<file path="config.mk">
export PLATFORM = sky130hd
export DESIGN_NAME = game_flow_ctrl
export DESIGN_NICKNAME = d
export VERILOG_FILES = /design/src/rtl/game_pkg.sv /design/src/rtl/brick_tally.sv /design/src/rtl/game_flow_ctrl.sv
export SDC_FILE = /design/constraint.sdc
export NUM_CORES = 1
export LEC_CHECK = 0
export ABC_AREA = 1
export BUFFER_PORTS_ARGS = -buffer_cell sky130_fd_sc_hd__buf_4
export CORE_ASPECT_RATIO = 1.25
export CORE_MARGIN = 2
export CORE_UTILIZATION = 45
export CTS_BUF_LIST = sky130_fd_sc_hd__clkbuf_16
export CTS_CLUSTER_SIZE = 25
export DETAILED_ROUTE_END_ITERATION = 10
export GPL_TIMING_DRIVEN = 0
export PLACE_DENSITY = 0.79
export SLEW_MARGIN = 30
export SYNTH_ARGS = -nofsm -noshare
export SYNTH_HDL_FRONTEND = slang
export SYNTH_SLANG_ARGS = --single-unit
</file>
<file path="constraint.sdc">
create_clock -name clk -period 2.51 [get_ports clk]
set_clock_uncertainty 0.05 [all_clocks]
set_input_delay 0.1255 -clock clk [delete_from_list [all_inputs] [get_ports clk]]
set_output_delay 0.1255 -clock clk [all_outputs]
set_load 0.03 [all_outputs]
</file>
<file path="src/rtl/game_pkg.sv">
// Shared types and constants for the brick game flow controller.
// State codes are visible on game_state, so the enum values are fixed.
package game_pkg;

   typedef enum logic [2:0] {
      IDLE  = 3'd0,
      LOAD  = 3'd1,
      SERVE = 3'd2,
      PLAY  = 3'd3,
      LOST  = 3'd4,
      WIN   = 3'd5,
      OVER  = 3'd6,
      CLEAR = 3'd7
   } game_state_e;

   localparam logic [9:0] SERVE_Y    = 10'd500;
   localparam logic [9:0] LOST_Y_MIN = 10'd560;

   typedef logic [1:0] brick_arr_t [63:0];

   // Adds a per-level score to the running total, clamping at the 10-bit maximum.
   function automatic logic [9:0] sat_add_score(input logic [9:0] total, input logic [6:0] add);
      logic [10:0] sum;
      sum = {1'b0, total} + {4'b0, add};
      return sum[10] ? 10'h3FF : sum[9:0];
   endfunction

endpackage

</file>
<file path="src/rtl/brick_tally.sv">
// Walks the brick array one entry per cycle and reports the remaining hit count
// once per 64-cycle pass, with a valid flag that only trusts passes started after a reload.
module brick_tally
   import game_pkg::*;
(
   input  logic       clk,
   input  logic       rst,
   input  logic       restart_i,
   input  brick_arr_t brick_i,
   output logic [8:0] bricks_left_o,
   output logic       scan_valid_o
);

   logic [5:0] idx_q, idx_d;
   logic [8:0] sum_q, sum_d;
   logic [8:0] left_q, left_d;
   logic       pass_q, pass_d;
   logic       valid_q, valid_d;
   logic       last_idx;

   assign last_idx = (idx_q == 6'd63);

   always_comb begin
      idx_d   = idx_q + 6'd1;
      sum_d   = sum_q + 9'(brick_i[idx_q]);
      left_d  = left_q;
      pass_d  = pass_q;
      valid_d = valid_q;
      if (last_idx) begin
         sum_d  = '0;
         left_d = sum_q + 9'(brick_i[idx_q]);
      end
      // NOTE: restart outranks a coincident last index, so the pass count only starts after the reload.
      if (restart_i) begin
         pass_d  = 1'b0;
         valid_d = 1'b0;
      end else if (last_idx) begin
         pass_d = 1'b1;
         if (pass_q) valid_d = 1'b1;
      end
   end

   always_ff @(posedge clk) begin
      if (rst) begin
         idx_q   <= '0;
         sum_q   <= '0;
         left_q  <= '0;
         pass_q  <= 1'b0;
         valid_q <= 1'b0;
      end else begin
         idx_q   <= idx_d;
         sum_q   <= sum_d;
         left_q  <= left_d;
         pass_q  <= pass_d;
         valid_q <= valid_d;
      end
   end

   assign bricks_left_o = left_q;
   assign scan_valid_o  = valid_q;

endmodule

</file>
<file path="src/rtl/game_flow_ctrl.sv">
// Top-level brick game sequencer: drives game_ball control, tracks lives, level
// and cumulative score, and detects lost balls and cleared levels.
module game_flow_ctrl
   import game_pkg::*;
#(
   parameter int unsigned LIVES_INIT  = 3,
   parameter int unsigned NUM_LEVELS  = 4,
   parameter int unsigned LOAD_CYCLES = 2,
   parameter logic [9:0]  SERVE_Y     = game_pkg::SERVE_Y,
   parameter logic [9:0]  LOST_Y_MIN  = game_pkg::LOST_Y_MIN
) (
   input  logic       clk,
   input  logic       rst,
   input  logic       btn_start,
   input  logic       sw_fast,
   input  logic [9:0] ball_y,
   input  logic [6:0] ball_score,
   input  brick_arr_t brick,
   output logic       ball_rst_n,
   output logic       ball_start,
   output logic [1:0] ball_mode,
   output logic       ball_fast,
   output logic [2:0] lives,
   output logic [1:0] level,
   output logic [9:0] total_score,
   output logic [2:0] game_state
);

   localparam logic [2:0] LIVES_RST  = 3'(LIVES_INIT);
   localparam logic [1:0] LAST_LEVEL = 2'(NUM_LEVELS - 1);
   localparam logic [7:0] LOAD_LAST  = 8'(LOAD_CYCLES - 1);

   game_state_e state_q, state_d;
   logic        btn_q;
   logic [9:0]  y_q;
   logic [7:0]  load_cnt_q, load_cnt_d;
   logic [2:0]  lives_q, lives_d;
   logic [1:0]  level_q, level_d;
   logic [9:0]  score_q, score_d;
   logic        fast_q, fast_d;

   logic        start_edge, lost, win, load_done, restart;
   logic [8:0]  bricks_left;
   logic        scan_valid;

   assign start_edge = btn_start & ~btn_q;
   assign lost       = (y_q >= LOST_Y_MIN) && (ball_y == SERVE_Y);
   assign load_done  = (load_cnt_q == LOAD_LAST);
   assign restart    = (state_q == LOAD) && load_done;
   assign win        = scan_valid && (bricks_left == 9'd0) && (state_q == PLAY);

   brick_tally u_brick_tally (
      .clk           (clk),
      .rst           (rst),
      .restart_i     (restart),
      .brick_i       (brick),
      .bricks_left_o (bricks_left),
      .scan_valid_o  (scan_valid)
   );

   // NOTE: state and all counters update with non-blocking assignments only; the comb blocks compute _d.
   always_ff @(posedge clk) begin
      if (rst) state_q <= IDLE;
      else     state_q <= state_d;
   end

   always_comb begin
      state_d = state_q;
      case (state_q)
         IDLE:        if (start_edge) state_d = LOAD;
         LOAD:        if (load_done) state_d = SERVE;
         SERVE:       if (start_edge) state_d = PLAY;
         PLAY: begin
            if (lost)     state_d = LOST;
            else if (win) state_d = WIN;
         end
         LOST:        state_d = (lives_q > 3'd1) ? SERVE : OVER;
         WIN:         state_d = (level_q == LAST_LEVEL) ? CLEAR : LOAD;
         OVER, CLEAR: if (start_edge) state_d = LOAD;
         default:     state_d = IDLE;
      endcase
   end

   always_comb begin
      ball_rst_n = 1'b1;
      ball_start = 1'b0;
      case (state_q)
         IDLE, LOAD, OVER, CLEAR: ball_rst_n = 1'b0;
         SERVE:                   ball_start = start_edge;
         default:                 ;
      endcase
   end

   // Lives, level, score, load counter and the speed latch.
   always_comb begin
      load_cnt_d = '0;
      lives_d    = lives_q;
      level_d    = level_q;
      score_d    = score_q;
      fast_d     = fast_q;
      case (state_q)
         LOAD: if (!load_done) load_cnt_d = load_cnt_q + 8'd1;
         LOST: begin
            if (lives_q > 3'd1) begin
               lives_d = lives_q - 3'd1;
            end else begin
               lives_d = 3'd0;
               score_d = sat_add_score(score_q, ball_score);
            end
         end
         WIN: begin
            score_d = sat_add_score(score_q, ball_score);
            if (level_q != LAST_LEVEL) level_d = level_q + 2'd1;
         end
         OVER, CLEAR: begin
            if (start_edge) begin
               lives_d = LIVES_RST;
               level_d = 2'd0;
               score_d = 10'd0;
            end
         end
         default: ;
      endcase
      // Speed may only change while the ball is parked, never mid-rally.
      if (state_q inside {IDLE, SERVE, OVER, CLEAR}) fast_d = sw_fast;
   end

   always_ff @(posedge clk) begin
      if (rst) begin
         btn_q      <= 1'b0;
         y_q        <= '0;
         load_cnt_q <= '0;
         lives_q    <= LIVES_RST;
         level_q    <= '0;
         score_q    <= '0;
         fast_q     <= 1'b0;
      end else begin
         btn_q      <= btn_start;
         y_q        <= ball_y;
         load_cnt_q <= load_cnt_d;
         lives_q    <= lives_d;
         level_q    <= level_d;
         score_q    <= score_d;
         fast_q     <= fast_d;
      end
   end

   assign ball_mode   = level_q;
   assign ball_fast   = fast_q;
   assign lives       = lives_q;
   assign level       = level_q;
   assign total_score = score_q;
   assign game_state  = state_q;

endmodule

</file>
==> results.sh <==
export IMPL_violations="setup timing"
export IMPL_die_area_um2=10800
export IMPL_dr_pass1_iters=5
export IMPL_yosys_most_used_dff="dfxtp_1"
export IMPL_max_slew_margin_pct=61.4
export IMPL_gp_congestion=0.974
export IMPL_finalHoldViolCount=0
export IMPL_r2r_slack_ns=-0.32
export IMPL_regArea_um2=1210
export IMPL_path_depth=19
export IMPL_clk_latency_ns=0.32
export IMPL_htreeDepth=3
export IMPL_fillers=891
export IMPL_synth_edf_count=0
export IMPL_powerDensity_nw_per_um2=492
export IMPL_drt_wl_total_um=14200
export IMPL_die_h_um=116
export IMPL_port_buffers=170
export IMPL_synth_compound_area_share_pct=9.99
export IMPL_row_count=40
export IMPL_multi_input_area_um2=2750
export IMPL_vdd_drop_max_mv=0.436
export IMPL_areaGrowthSynthToFinish_pct=46.5
export IMPL_tightest_slew_ns=0.579
export IMPL_grt_first_pass_wirelength_um=21700
export IMPL_end_kind="flop"
export IMPL_via_count=5447
export IMPL_cp_required_ns=2.67
export IMPL_antenna_left=0
export IMPL_cts_tree="built"
export IMPL_track_usage_pct=25.0
export IMPL_design_area_um2=6610
export IMPL_hp_class="input port to flop"
export IMPL_synthSimpleGateAreaFrac_pct=42.3
export IMPL_slew_viol_final=0
export IMPL_synthMuxAreaShare_pct=0
export IMPL_post_route_period_util_pct=113
export IMPL_cp_common_cell="nand2_1"
export IMPL_fin_setup_tns_ns=-1.86
export IMPL_synthCells=783
export IMPL_r2r_end="u_brick_tally.bricks_left_o[8]"
export IMPL_fin_nets=1149
export IMPL_die_w_um=93.5
export IMPL_cp_cell_sequence="inv_4 > buf_2 > o21ai_0 > nand3_1 > nand3_2 > nand2_2 > nand2_1 > nand2_1 > inv_1 > nand2_2 > ha_4 > inv_2 > fa_2 > nand3b_1 > nor2_2 > nand4_1 > xor2_2 > nand2_1 > o21ai_1"
export IMPL_first_iter_violations=234
export IMPL_dpl_cell_area_um2=5950
export IMPL_synth_top_family_by_area="simple AND/OR/NAND/NOR gates"
export IMPL_drc=0
export IMPL_cts_buffers=9
export IMPL_synth_area_per_cell_um2=5.76
export IMPL_seq_area_frac_synth_pct=26.6
export IMPL_syn_nets=949
export IMPL_crit_family="simple AND/OR/NAND/NOR gates"
export IMPL_rsz0062_at_grt="yes"
export IMPL_synth_top_cell_area_share_pct=26.6
export IMPL_ys_warnings_count=0
export IMPL_path_max_fanout=10
export IMPL_synthArstFlopShare_pct=0
export IMPL_rr_startpoint="u_brick_tally.idx_q[0]"
export IMPL_ioPinCount=172
export IMPL_clk_pin_slew_ns=0.05
export IMPL_r2r_cells=19
export IMPL_crit_end="u_brick_tally.bricks_left_o[8]"
export IMPL_synth_xor_area_share_pct=2.14
export IMPL_cts_sinks=60
export IMPL_path_class="flop to flop"
export IMPL_yosysTopAreaCell="dfxtp_1"
export IMPL_leakage_nw=3.44
export IMPL_yosys_top_cells_count="nand2_1, nor2_1, inv_1"
export IMPL_yosysMostFrequentCell="nand2_1"
export IMPL_status="complete, but fails checks"
export IMPL_layout_drive_gt1_share_pct=26.4
export IMPL_synth_area_leaders="dfxtp_1, nand2_1, nor2_1"
export IMPL_setup_viol=8
export IMPL_grt_max_degree=12
export IMPL_drv_cap=0
export IMPL_fmax_mhz=353
export IMPL_finalCriticalPeriod_ns=2.83
export IMPL_worst_path_buf_inv=4
export IMPL_root_buffer="clkbuf_16"
export IMPL_post_dp_hpwl_um=10700
export IMPL_cp_slowest_cell="dfxtp_4"
export IMPL_insertedDiodeCount=0
export IMPL_fin_ws_ns=-0.321
export IMPL_yosys_area_share_adder_pct=5.05
export IMPL_core_area_um2=9660
export IMPL_syn_area_um2=4510
export IMPL_wl_per_cell_um=12.8
export IMPL_initial_core_util_pct=46.7
export IMPL_grt_pass1_vias=4967
export IMPL_cp_arrival_ns=2.99
export IMPL_critical_path_startpoint="u_brick_tally.idx_q[0]"
export IMPL_synth_cell_type_count=32
export IMPL_grt_overflow=0
export IMPL_cpPeakStageDelay_ns=0.38
export IMPL_vias_per_cell=4.89
export IMPL_start_kind="flop"
export IMPL_synth_seq_cells=60
export IMPL_antenna_found_initial=0
export IMPL_cts_buffer_depth=2
state kept, by name, summed over array words and instances, names as in the netlist:
signal,count
btn_q,1
u_brick_tally.idx_q,6
u_brick_tally.scan_valid_o,1
ball_fast,1
ball_mode,2
y_q,6
u_brick_tally.bricks_left_o,9
load_cnt_q,8
u_brick_tally.sum_q,9
lives,3
game_state,3
total_score,10
u_brick_tally.pass_q,1
report_power, final:
part / internal, W / switching [W] / total, W
Combinational: 0.000474 / 0.000514 / 0.000988
Sequential: 0.00100 / 0.0000597 / 0.00106
Clock: 0.000761 / 0.000435 / 0.00120
Total: 0.00224 / 0.00101 / 0.00325
timing repair:
action	4_1_cts	5_1_grt
pin swaps	6	11
setup endpoints to repair	9	14
gates cloned	1	2
hold buffers	6	0
buffers inserted	7	4
gates resized for setup	19	20
hold endpoints to repair	6	0
layout by cell type, fill, tap and decap left out, types with 10 or more instances in the layout:
cell,Yosys,final
buf_4,5,186
nand2_1,246,243
dfxtp_1,60,58
o21ai_1,9,12
o21ai_0,36,33
nand3_1,76,74
nor2_1,121,118
clkbuf_16,0,11
a21oi_1,28,27
inv_1,105,105
ha_1,15,14
inv_2,9,10
worst min path at each step:
stage / start / endpoint / slack (ns) / cells past startpoint
after floorplan: ball_y[4] / y_q[4] / 0.18 / 2
after global placement: ball_y[5] / y_q[5] / 0.30 / 3
after detailed placement: ball_y[4] / y_q[4] / 0.31 / 3
after CTS: ball_y[9] / y_q[9] / 0.006 / 3
after global routing: ball_y[9] / y_q[9] / 0.03 / 3
final: ball_y[9] / y_q[9] / 0.01 / 3
cell type report:
type                    count  share of cell area (%)
clock inverters             7                    1.04
flip-flops and latches     60                    18.3
inverters                 115                    6.57
repair buffers            190                    23.1
plain buffers              29                    3.56
well taps                 126                    2.39
multi-input cells         578                    41.7
clock buffers               9                    3.41
per-layer routing:
| metal | routed length [um] | GRT usage, % |
|---|---|---|
| met1 | 5550 | 27.7 |
| met2 | 7060 | 46.3 |
| met3 | 1210 | 5.14 |
| met4 | 423 | 10.1 |
| met5 | 0 | 0 |
worst min-delay path, stage by stage:
cell and delay (ns):
buf_4 0.08, inv_1 0.05, nor2_1 0.09
logic make-up (layout without fill, tap and decap cells):
logic type,Yosys count,after routing
AND/OR/NAND/NOR,465,465
buffers and inverters,145,350
AO/OA/AOI/OAI,85,85
flip-flops,60,60
adder cells (fa/ha/maj),17,17
XOR/XNOR,11,11
per-stage QoR:
step           hold slack, ns  cells  utilization, %  setup slack (ns)  total power, W
5_1_grt                0.0296   1114            68.4            -0.543         0.00343
3_5_place_dp            0.307   1079            61.6            -0.509         0.00197
4_1_cts               0.00601   1108            66.8            -0.341         0.00323
2_1_floorplan           0.182    783               -           -0.0591         0.00161
3_3_place_gp            0.301   1079            61.6            -0.473         0.00196
6_report               0.0142   1114            68.4            -0.321         0.00325
No activity file was read; power rests on OpenSTA's default activity.
